==> src/rtl/battleship_turn_sequencer.sv <==
// Game-flow controller for VGA Battleship: ship placement, alternating
// player/PC turns, player turn timer and win/lose detection.
//
// state     | meaning
// ----------+-------------------------------------------------
// S_IDLE    | no game in progress, waiting for start
// S_PLACE   | player committing ships onto the board
// S_PLAYER  | player aiming/firing, turn timer running
// S_PC      | waiting for the PC move generator to fire
// S_VICTORY | all PC ships sunk, counters frozen until start
// S_DEFEAT  | all player ships sunk, counters frozen until start
module battleship_turn_sequencer #(
   parameter int TICKS_PER_SEC = 1000,
   parameter int TURN_SECONDS  = 15
) (
   input  logic       clk,
   input  logic       rst,
   input  logic       tick,
   input  logic       start,
   input  logic [2:0] amount_of_ships,
   input  logic       player_place_ship,
   input  logic       player_move,
   input  logic       shot_hit,
   input  logic       pc_ack,
   input  logic       pc_hit,
   output logic       placing_ships,
   output logic       player_turn,
   output logic       pc_turn,
   output logic       pc_req,
   output logic       is_victory,
   output logic       is_defeat,
   output logic [2:0] ships_placed,
   output logic [2:0] player_ships_left,
   output logic [2:0] pc_ships_left,
   output logic [3:0] time_left,
   output logic       time_expired
);

   localparam logic [2:0] S_IDLE    = 3'd0;
   localparam logic [2:0] S_PLACE   = 3'd1;
   localparam logic [2:0] S_PLAYER  = 3'd2;
   localparam logic [2:0] S_PC      = 3'd3;
   localparam logic [2:0] S_VICTORY = 3'd4;
   localparam logic [2:0] S_DEFEAT  = 3'd5;

   localparam int         PW        = (TICKS_PER_SEC > 1) ? $clog2(TICKS_PER_SEC) : 1;
   localparam logic [PW-1:0] PS_LAST = PW'(TICKS_PER_SEC - 1);
   localparam logic [3:0] TURN_LOAD = 4'(TURN_SECONDS);

   logic [2:0]    state;
   logic [2:0]    ship_n;
   logic [2:0]    n_clamped;
   logic [PW-1:0] prescaler;
   logic [2:0]    pc_left_dec;
   logic [2:0]    player_left_dec;

   // Clamp requested ship count to 1..5 and form saturating decrements
   always_comb begin
      n_clamped = amount_of_ships;
      if (amount_of_ships == 3'd0)
         n_clamped = 3'd1;
      else if (amount_of_ships > 3'd5)
         n_clamped = 3'd5;
      pc_left_dec     = (pc_ships_left == 3'd0)     ? 3'd0 : pc_ships_left - 3'd1;
      player_left_dec = (player_ships_left == 3'd0) ? 3'd0 : player_ships_left - 3'd1;
   end

   // Moore flag decode from registered state
   always_comb begin
      placing_ships = (state == S_PLACE);
      player_turn   = (state == S_PLAYER);
      pc_turn       = (state == S_PC);
      pc_req        = (state == S_PC);
      is_victory    = (state == S_VICTORY);
      is_defeat     = (state == S_DEFEAT);
   end

   // Game sequencing, counters and player turn timer
   always_ff @(posedge clk or posedge rst) begin
      if (rst) begin
         state             <= S_IDLE;
         ship_n            <= 3'd0;
         ships_placed      <= 3'd0;
         player_ships_left <= 3'd0;
         pc_ships_left     <= 3'd0;
         time_left         <= 4'd0;
         prescaler         <= '0;
         time_expired      <= 1'b0;
      end else begin
         time_expired <= 1'b0;
         case (state)
            S_IDLE, S_VICTORY, S_DEFEAT: begin
               if (start) begin
                  ship_n            <= n_clamped;
                  ships_placed      <= 3'd0;
                  player_ships_left <= n_clamped;
                  pc_ships_left     <= n_clamped;
                  state             <= S_PLACE;
               end
            end
            S_PLACE: begin
               if (player_place_ship) begin
                  if (ships_placed + 3'd1 >= ship_n) begin
                     ships_placed <= ship_n;
                     time_left    <= TURN_LOAD;
                     prescaler    <= '0;
                     state        <= S_PLAYER;
                  end else begin
                     ships_placed <= ships_placed + 3'd1;
                  end
               end
            end
            S_PLAYER: begin
               // a move in the same cycle as the timeout tick takes priority
               if (player_move) begin
                  if (shot_hit) begin
                     pc_ships_left <= pc_left_dec;
                     state         <= (pc_left_dec == 3'd0) ? S_VICTORY : S_PC;
                  end else begin
                     state <= S_PC;
                  end
               end else if (tick) begin
                  if (prescaler == PS_LAST) begin
                     prescaler <= '0;
                     if (time_left == 4'd1) begin
                        time_left    <= 4'd0;
                        time_expired <= 1'b1;
                        state        <= S_PC;
                     end else begin
                        time_left <= time_left - 4'd1;
                     end
                  end else begin
                     prescaler <= prescaler + PW'(1);
                  end
               end
            end
            S_PC: begin
               if (pc_ack) begin
                  if (pc_hit) begin
                     player_ships_left <= player_left_dec;
                     if (player_left_dec == 3'd0) begin
                        state <= S_DEFEAT;
                     end else begin
                        time_left <= TURN_LOAD;
                        prescaler <= '0;
                        state     <= S_PLAYER;
                     end
                  end else begin
                     time_left <= TURN_LOAD;
                     prescaler <= '0;
                     state     <= S_PLAYER;
                  end
               end
            end
            default: state <= S_IDLE;
         endcase
      end
   end

endmodule

==> config.mk <==
export PLATFORM = sky130hd
export DESIGN_NAME = battleship_turn_sequencer
export DESIGN_NICKNAME = d
export VERILOG_FILES = /design/src/rtl/battleship_turn_sequencer.sv
export SDC_FILE = /design/constraint.sdc
export NUM_CORES = 1
export LEC_CHECK = 0
export CORE_UTILIZATION = 40
export DETAILED_ROUTE_END_ITERATION = 12
export PLACE_DENSITY = 0.69
export SYNTH_ARGS = -nofsm -noshare
export SYNTH_HDL_FRONTEND = slang
export SYNTH_SLANG_ARGS = --single-unit
==> constraint.sdc <==
create_clock -name clk -period 2.1 [get_ports clk]
set_input_delay 0.42 -clock clk [delete_from_list [all_inputs] [get_ports clk]]
set_output_delay 0.42 -clock clk [all_outputs]
set_load 0.05 [all_outputs]
==> flow_summary.json, run 1 <==
{
  "ys_types": 44,
  "final_util": 0.5854,
  "synth-seq-cells": 30,
  "clk_pin_slew_ns": 0.07,
  "critPathSlowestCell": "dfrtp_2",
  "cts_buffer_depth": 2,
  "drt_first_pass_iters": 8,
  "crit_path_end_kind": "flop",
  "layout_min_cycle_time_ns": 2.072,
  "start_util": 0.4148,
  "die-area_mm2": 0.005183,
  "finalSetupViolCount": 0,
  "syn_area_per_cell_um2": 8.409,
  "whs_path_depth": 1,
  "clock.fmax_ghz": 0.4826,
  "route.detailed.drc": 2,
  "drt_iter0_drc": 64,
  "grt_pass1_vias": 1653,
  "route.vias.total": 1821,
  "cp_common_cell": "nor2_1",
  "multi_input_area_mm2": 0.001201,
  "clk_latency_ns": 0.29,
  "routed-wl-met3_um": 189,
  "setup_tns_ns": 0,
  "crit_fanout": 3,
  "synth_fp_nets": 256,
  "n_antenna_cell": 0,
  "dpl_cell_area_mm2": 0.002619,
  "grt_first_pass_wirelength_um": 7769,
  "rsz0062_at_grt": "yes",
  "cts_buffers": 5,
  "crit_chain": "ha_4, xor2_1, ha_1, nor2_1, nor2_1, o21ai_1, a211o_1, nand2b_4, mux2_4",
  "maxCapViolCount": 0,
  "required_ns": 2.27,
  "die_y_um": 71.99,
  "worstPathArrival_ns": 2.25,
  "wl_per_cell_um": 13.34,
  "critical_path.max_stage_delay_ns": 0.43,
  "timing.hold.ws_ns": 0.4842,
  "pin_count": 32,
  "layout_common_cells": "buf_4 (27), nand2_1 (25), clkdlybuf4s50_1 (25), o21ai_0 (24), dfrtp_1 (23)",
  "crit_type": "reg2reg",
  "place.gp.congestion": 0.8478,
  "final_common_cell": "buf_4",
  "drive_gt1_frac": 0.2321,
  "r2r-start": "ships_placed[1]",
  "wl_met2_um": 2107,
  "grt_overflow": 0,
  "cts-root-buf": "clkbuf_8",
  "areaGrowthSynthToFinish_pct": 41.12,
  "worstMarginPinSlew_ns": 0.6279,
  "r2r-end": "time_left[0]",
  "cts.sinks": 30,
  "yosysWarnings": 0,
  "skew_ns": 0.01060,
  "grt_use_total": 0.1945,
  "core_mm2": 0.004723,
  "cts_max_level": 2,
  "violations": "DRC",
  "hpwl_um": 3505,
  "status": "complete, but fails checks",
  "drt-vias-per-instance": 5.058,
  "ir_worst_vdd_mv": 1.051,
  "grt_max_degree": 31,
  "synth_top_area_cell": "dfrtp_1",
  "stdcell_count": 360,
  "layout.nets": 315,
  "hp-start": "prescaler[9]",
  "netlist_area_mm2": 0.001959,
  "total_leakage_power_uw": 0.001238,
  "ys_top_cells_by_area": "dfrtp_1 (38%), ha_1 (7.0%), o21ai_0 (6.9%), nand2_1 (4.8%), nand2b_1 (4.8%)",
  "wl_um": 4803,
  "antenna_found_initial": 0,
  "top_layer_used": "met4",
  "ctsHoldBuffers": 0,
  "slew_headroom": 0.5770,
  "maxSlewViolCount": 0,
  "ys_seq_area_frac": 0.3831,
  "num_rows": 25,
  "drt-met1-wl_um": 2426,
  "seq_area_um2": 759.5,
  "cts_tree": "built",
  "whs_endpoint": "prescaler[9]",
  "ant_nets": 0,
  "hold_path.class": "reg2reg",
  "dieWidth_um": 71.99,
  "power.density_mw_per_mm2": 1753,
  "syn_inst": 233,
  "netlist.area_leader.share": 0.3831,
  "place.port_buffers": 31,
  "fin_crit_sh": 0.9868,
  "fill_cells": 424,
  "reg2regPathDepth": 9,
  "ff2ff_setup_slack_ns": 0.03,
  "hold_violations": 0,
  "dp_cells": 349,
  "fin_area_mm2": 0.002765,
  "worst_setup_path_start_kind": "flop"
}
[cell families (layout without fill, tap and decap cells)]
logic type | after synthesis | in the layout | synth area share
simple gates | 96 | 96 | 0.2535
compound gates | 65 | 65 | 0.1992
flops | 30 | 30 | 0.3831
buf+inv | 24 | 84 | 0.05300
fa+ha+maj | 11 | 11 | 0.07024
mux | 6 | 6 | 0.03640
xor+xnor | 1 | 1 | 0.004471
[worst max path at each step]
stage / from / end
finish: ships_placed[1] / time_left[0]
detailed placement: player_place_ship / prescaler[6]
CTS: ships_placed[1] / time_left[0]
global placement: player_place_ship / time_left[0]
global route: ships_placed[1] / prescaler[5]
floorplan: ships_placed[0] / time_left[0]
[routing by layer]
| layer | up-vias | track usage |
|---|---|---|
| met3 | 8 | 0.04306 |
| li1 | 932 | - |
| met2 | 35 | 0.2820 |
| met5 | - | 0 |
| met1 | 846 | 0.2812 |
| met4 | 0 | 0.07843 |
[synthesized netlist by cell type, drive strengths merged]
master	number
clkbuf	2
a22oi	2
o31ai	2
a221o	1
nor3b	4
clkinv	1
nand3b	1
or3	2
buf	4
o22ai	1
and4	2
nor2	21
a31oi	3
a21oi	11
xor2	1
nor3	10
and2b	1
o21ai	37
ha	11
or2	1
nand3	7
o211ai	1
nand2	25
mux2	3
dfrtp	30
nand2b	16
mux2i	3
nor2b	2
inv	17
o2111ai	2
and3	4
a211o	1
a22o	2
o21bai	1
a21o	1
[sequential cells by signal, summed over array words and instances (netlist names)]
name / flops
time_left: 4
player_ships_left: 3
pc_ships_left: 3
ship_n: 3
ships_placed: 3
state: 3
prescaler: 10
time_expired: 1
[critical path, delay by kind of cell (launching register included)]
family	cells	cell delay [ns]
flip-flops	1	0.43
XOR/XNOR	1	0.14
adder cells (fa/ha/maj)	2	0.47
AO/OA/AOI/OAI	2	0.33
multiplexers	1	0.30
AND/OR/NAND/NOR	3	0.30
[where the power goes]
group          switching, uW  internal (uW)
logic                   1920           1470
clock network            222            235
registers                207            791
total                   2350           2490
[metrics by stage]
step / power (uW) / setup WS (ns)
2_1_floorplan: 3134 / -0.07533
3_3_place_gp: 4231 / -0.1463
3_5_place_dp: 4261 / -0.1951
4_1_cts: 4746 / 0.002861
5_1_grt: 5200 / -0.07244
6_report: 4848 / 0.02778
[repair_timing]
action | in CTS | in global routing
cloned | 0 | 0
endpoints found under the setup margin | 6 | 17
pin swaps | 0 | 4
setup buffers | 1 | 2
gates resized for setup | 2 | 10
[layout make-up]
| type | count | area share |
|---|---|---|
| Clock buffer | 8 | 0.02896 |
| Inverter | 18 | 0.02443 |
| Multi-Input combinational cell | 179 | 0.4344 |
| Sequential cell | 30 | 0.2747 |
| Tap cell | 67 | 0.03032 |
| Timing Repair Buffer | 58 | 0.2072 |
(Power assumes the default switching activity.)
==> inputs of run 2 (changes only) <==
--- a/config.mk
+++ b/config.mk
@@ -6,6 +6,7 @@
 export NUM_CORES = 1
 export LEC_CHECK = 0
 export CORE_UTILIZATION = 40
+export CTS_BUF_LIST = sky130_fd_sc_hd__clkbuf_8
 export DETAILED_ROUTE_END_ITERATION = 12
 export PLACE_DENSITY = 0.69
 export SYNTH_ARGS = -nofsm -noshare
==> flow_summary.json, run 2 (synthesized netlist as in run 1, its figures left out) <==
{
  "grt_use_total": 0.1945,
  "drive_gt1_frac": 0.2321,
  "layout_min_cycle_time_ns": 2.070,
  "largest_reg_flops": 10,
  "die-area_mm2": 0.005183,
  "grt_first_pass_wirelength_um": 7769,
  "status": "complete, but fails checks",
  "total_leakage_power_uw": 0.001250,
  "grt_overflow": 0,
  "fin_area_mm2": 0.002765,
  "routed-wl-met3_um": 213,
  "power.density_mw_per_mm2": 1747,
  "ant_nets": 0,
  "maxCapViolCount": 0,
  "fin_crit_sh": 0.9858,
  "fill_cells": 424,
  "ctsHoldBuffers": 0,
  "wl_per_cell_um": 13.30,
  "antenna_found_initial": 0,
  "seq_area_um2": 759.5,
  "clk_pin_slew_ns": 0.07,
  "layout.nets": 315,
  "n_antenna_cell": 0,
  "critical_path.max_stage_delay_ns": 0.43,
  "num_rows": 25,
  "route.detailed.drc": 2,
  "path_buf_inv": 0,
  "maxSlewViolCount": 0,
  "place.port_buffers": 31,
  "cts.sinks": 30,
  "worst_path_dominant_cell_family": "adder cells",
  "grt_max_degree": 31,
  "worstMarginPinSlew_ns": 0.6305,
  "clk_latency_ns": 0.29,
  "place.gp.congestion": 0.8478,
  "share_comb_of_total_power": 0.702,
  "slew_headroom": 0.5752,
  "route.vias.total": 1810,
  "hpwl_um": 3505,
  "crit_chain": "ha_4, xor2_1, ha_1, nor2_1, nor2_1, o21ai_1, a211o_1, nand2b_4, mux2_4",
  "rsz0062_at_grt": "yes",
  "dieWidth_um": 71.99,
  "critPathSlowestCell": "dfrtp_2",
  "p_switching_uw": 2350,
  "p_clk_frac": 0.091,
  "core_mm2": 0.004723,
  "crit_fanout": 3,
  "areaGrowthSynthToFinish_pct": 41.12,
  "pin_count": 32,
  "worst_setup_path_start_kind": "flop",
  "dpl_cell_area_mm2": 0.002619,
  "die_y_um": 71.99,
  "clock.fmax_ghz": 0.4831,
  "drt_first_pass_iters": 8,
  "layout_common_cells": "buf_4 (27), nand2_1 (25), clkdlybuf4s50_1 (25), o21ai_0 (24), dfrtp_1 (23)",
  "cts_max_level": 2,
  "ir_worst_vdd_mv": 1.050,
  "p_int_uw": 2480,
  "finalSetupViolCount": 0,
  "top_layer_used": "met4",
  "final_util": 0.5854,
  "cts_tree": "built",
  "drt-met1-wl_um": 2391,
  "cts-root-buf": "clkbuf_8",
  "setup_tns_ns": 0,
  "final_common_cell": "buf_4",
  "max_flop_register": "prescaler",
  "start_util": 0.4148,
  "crit_path_end_kind": "flop",
  "hold_path.class": "reg2reg",
  "cp_common_cell": "nor2_1",
  "drt_iter0_drc": 61,
  "required_ns": 2.27,
  "top_regs": "prescaler (10), time_left (4)",
  "cts_buffers": 5,
  "wl_um": 4788,
  "crit_type": "reg2reg",
  "multi_input_area_mm2": 0.001201,
  "cts_buffer_depth": 2,
  "violations": "DRC",
  "drt-vias-per-instance": 5.028,
  "skew_ns": 0.009172,
  "hold_violations": 0,
  "swShare": 0.4865,
  "seq_power_share": 0.207,
  "worstPathArrival_ns": 2.24,
  "wl_met2_um": 2104,
  "grt_pass1_vias": 1653
}
run 2: cell types whose count changed in the layout (fill, tap and decap cells not counted):
cell and change:
clkbuf_1 -3, inv_1 +3
run 2: worst register-to-register path: stages, from the launching register on:
cell	delay, ns
dfrtp_2	0.43
ha_4	0.17
xor2_1	0.14
ha_1	0.30
nor2_1	0.05
nor2_1	0.09
o21ai_1	0.07
a211o_1	0.26
nand2b_4	0.16
mux2_4	0.30
run 2: power groups by stage:
stage	Combinational (uW)	Clock [uW]	Sequential (uW)
floorplan	1810	0	1320
global placement	3240	0	992
detailed placement	3260	0	998
CTS	3300	450	984
global route	3690	470	1030
finish	3390	442	997
run 2: cell type report:
type / count / share of cell area
multi-input cells: 179 / 0.4344
flip-flops and latches: 30 / 0.2747
repair buffers: 58 / 0.2072
well taps: 67 / 0.03032
clock buffers: 5 / 0.02489
inverters: 18 / 0.02443
clock inverters: 3 / 0.004072
run 2: routing by layer:
metal  track usage  vias to the layer above
li1              -                      931
met2        0.2820                       39
met1        0.2812                      832
met5             0                        -
met4       0.07843                        0
met3       0.04306                        8
run 2: timing repair:
action / 4_1_cts / 5_1_grt
buffers inserted: 1 / 2
gates resized for setup: 2 / 10
setup endpoints to repair: 6 / 17
pin swaps: 0 / 4
hold endpoints to repair: 0 / 0
run 2: worst paths after layout:
check | slack, ns | from | end | depth (start not counted)
hold / removal | 0.48 | prescaler[9] | prescaler[9] | 1
setup / recovery | 0.03 | ships_placed[1] | time_left[0] | 9
hold reg to reg | 0.48 | prescaler[9] | prescaler[9] | 1
max in group asynchronous | 1.26 | rst | time_left[1] | 3
min in group asynchronous | 0.51 | rst | ship_n[2] | 3
setup reg to reg | 0.03 | ships_placed[1] | time_left[0] | 9
run 2: metrics by stage:
step	setup WS [ns]	total power (uW)	hold slack, ns	cells
floorplan	-0.07533	3134	0.4395	233
global placement	-0.1463	4231	0.4729	349
detailed placement	-0.1951	4261	0.4755	349
CTS	0.002689	4732	0.4852	358
global route	-0.07283	5187	0.4886	360
finish	0.02988	4830	0.4832	360
==> inputs of run 3 (changes only) <==
--- a/config.mk
+++ b/config.mk
@@ -5,9 +5,11 @@
 export SDC_FILE = /design/constraint.sdc
 export NUM_CORES = 1
 export LEC_CHECK = 0
+export CAP_MARGIN = 20
 export CORE_UTILIZATION = 40
 export CTS_BUF_LIST = sky130_fd_sc_hd__clkbuf_8
 export DETAILED_ROUTE_END_ITERATION = 12
+export MAX_ROUTING_LAYER = met4
 export PLACE_DENSITY = 0.69
 export SYNTH_ARGS = -nofsm -noshare
 export SYNTH_HDL_FRONTEND = slang
==> flow_summary.json, run 3 (synthesized netlist as in run 1, its figures left out) <==
{
  "grt_max_degree": 31,
  "layout_min_cycle_time_ns": 2.068,
  "cts_buffers": 5,
  "core_mm2": 0.004723,
  "violations": "DRC",
  "grt_overflow": 0,
  "power.density_mw_per_mm2": 1750,
  "cts-root-buf": "clkbuf_8",
  "place.gp.congestion": 0.8611,
  "drt_first_pass_iters": 8,
  "top_regs": "prescaler (10), time_left (4)",
  "grt_pass1_vias": 1646,
  "reg2regPathDepth": 9,
  "cts.sinks": 30,
  "fin_crit_sh": 0.9849,
  "layout_common_cells": "buf_4 (27), nand2_1 (25), o21ai_0 (25), clkdlybuf4s50_1 (25), dfrtp_1 (23)",
  "antenna_found_initial": 0,
  "rsz0062_at_grt": "yes",
  "clock.fmax_ghz": 0.4835,
  "dpl_cell_area_mm2": 0.002619,
  "areaGrowthSynthToFinish_pct": 40.87,
  "clk_latency_ns": 0.29,
  "drive_gt1_frac": 0.2287,
  "whs_path_depth": 1,
  "finalSetupViolCount": 0,
  "hold_path.class": "reg2reg",
  "num_rows": 25,
  "start_util": 0.4148,
  "worst_setup_path_start_kind": "flop",
  "ff2ff_setup_slack_ns": 0.03,
  "worstMarginPinSlew_ns": 0.6412,
  "ir_worst_vdd_mv": 1.052,
  "fill_cells": 425,
  "critical_path.max_stage_delay_ns": 0.43,
  "cts_tree": "built",
  "largest_reg_flops": 10,
  "n_antenna_cell": 0,
  "pre_cts_ws_ns": -0.1951,
  "setup_slack_ns": 0.03161,
  "crit_chain": "ha_4, xor2_1, ha_1, nor2_1, nor2_1, o21ai_1, a211o_1, nand2b_4, mux2_4",
  "hold_violations": 0,
  "die_y_um": 71.99,
  "p_clk_frac": 0.092,
  "pin_count": 32,
  "setup_tns_ns": 0,
  "seq_power_share": 0.206,
  "layout.nets": 315,
  "wl_per_cell_um": 13.32,
  "cts_max_level": 2,
  "cp_common_cell": "nor2_1",
  "place.port_buffers": 31,
  "hpwl_um": 3505,
  "grt_use_total": 0.2004,
  "wl_um": 4796,
  "p_int_uw": 2479,
  "clk_pin_slew_ns": 0.07,
  "route.vias.total": 1809,
  "crit_path_end_kind": "flop",
  "maxCapViolCount": 0,
  "grt_first_pass_wirelength_um": 7762,
  "timing.hold.ws_ns": 0.4832,
  "ant_nets": 0,
  "drt_iter0_drc": 68,
  "status": "complete, but fails checks",
  "share_comb_of_total_power": 0.702,
  "worstPathArrival_ns": 2.24,
  "final_common_cell": "buf_4",
  "stdcell_count": 360,
  "dieWidth_um": 71.99,
  "maxSlewViolCount": 0,
  "critPathSlowestCell": "dfrtp_2",
  "required_ns": 2.27,
  "cts_buffer_depth": 2,
  "max_flop_register": "prescaler",
  "crit_type": "reg2reg",
  "route.detailed.drc": 2,
  "swShare": 0.4866,
  "die-area_mm2": 0.005183,
  "dp_cells": 349,
  "drt-vias-per-instance": 5.025,
  "skew_ns": 0.01001,
  "slew_headroom": 0.5680,
  "fin_area_mm2": 0.002760,
  "total_leakage_power_uw": 0.001248,
  "crit_fanout": 3,
  "p_switching_uw": 2350
}
==> run 3: final cells by class <==
cell class	count	area [um2]	share of cell area
Clock inverter	3	11.26	0.004080
Multi-Input combinational cell	179	1196	0.4334
Sequential cell	30	759.5	0.2752
Timing Repair Buffer	58	573.1	0.2076
Inverter	18	67.56	0.02448
Clock buffer	5	68.82	0.02493
Tap cell	67	83.83	0.03037
==> run 3: per-stage QoR <==
step | util | power (uW)
2_1_floorplan | - | 3134
3_3_place_gp | 0.5544 | 4231
3_5_place_dp | 0.5544 | 4261
4_1_cts | 0.5730 | 4732
5_1_grt | 0.5844 | 5177
6_report | 0.5844 | 4829
==> run 3: timing repair <==
item | CTS | global route
resized for setup | 2 | 8
buffers inserted | 1 | 2
endpoints found under the setup margin | 6 | 17
pin swaps | 0 | 4
hold buffers | 0 | 0
==> run 3: per-layer routing <==
metal	share of wire	up-vias	GRT usage
li1	-	932	-
met1	0.50	839	0.2821
met2	0.44	30	0.2809
met3	0.037	8	0.04306
met4	0.016	0	0.07843
met5	0	-	-
==> run 3: path summary, 6_finish.rpt <==
path / from / endpoint
hold / removal: prescaler[9] / prescaler[9]
setup / recovery: ships_placed[1] / time_left[0]
setup reg to reg: ships_placed[1] / time_left[0]
max in group asynchronous: rst / time_left[1]
min in group asynchronous: rst / ship_n[2]
hold reg to reg: prescaler[9] / prescaler[9]
==> run 3: power by group through the flow <==
| stage | logic [uW] | registers [uW] | clock network, uW |
|---|---|---|---|
| after floorplan | 1810 | 1320 | 0 |
| after global placement | 3240 | 992 | 0 |
| after detailed placement | 3260 | 998 | 0 |
| after CTS | 3300 | 984 | 450 |
| after global routing | 3680 | 1020 | 470 |
| final | 3390 | 996 | 444 |
==> run 3: critical path, delay by kind of cell, from the launching register on <==
family	cells	cell delay, ns
flip-flops	1	0.43
multiplexers	1	0.30
adder cells (fa/ha/maj)	2	0.47
AO/OA/AOI/OAI	2	0.33
XOR/XNOR	1	0.14
AND/OR/NAND/NOR	3	0.30
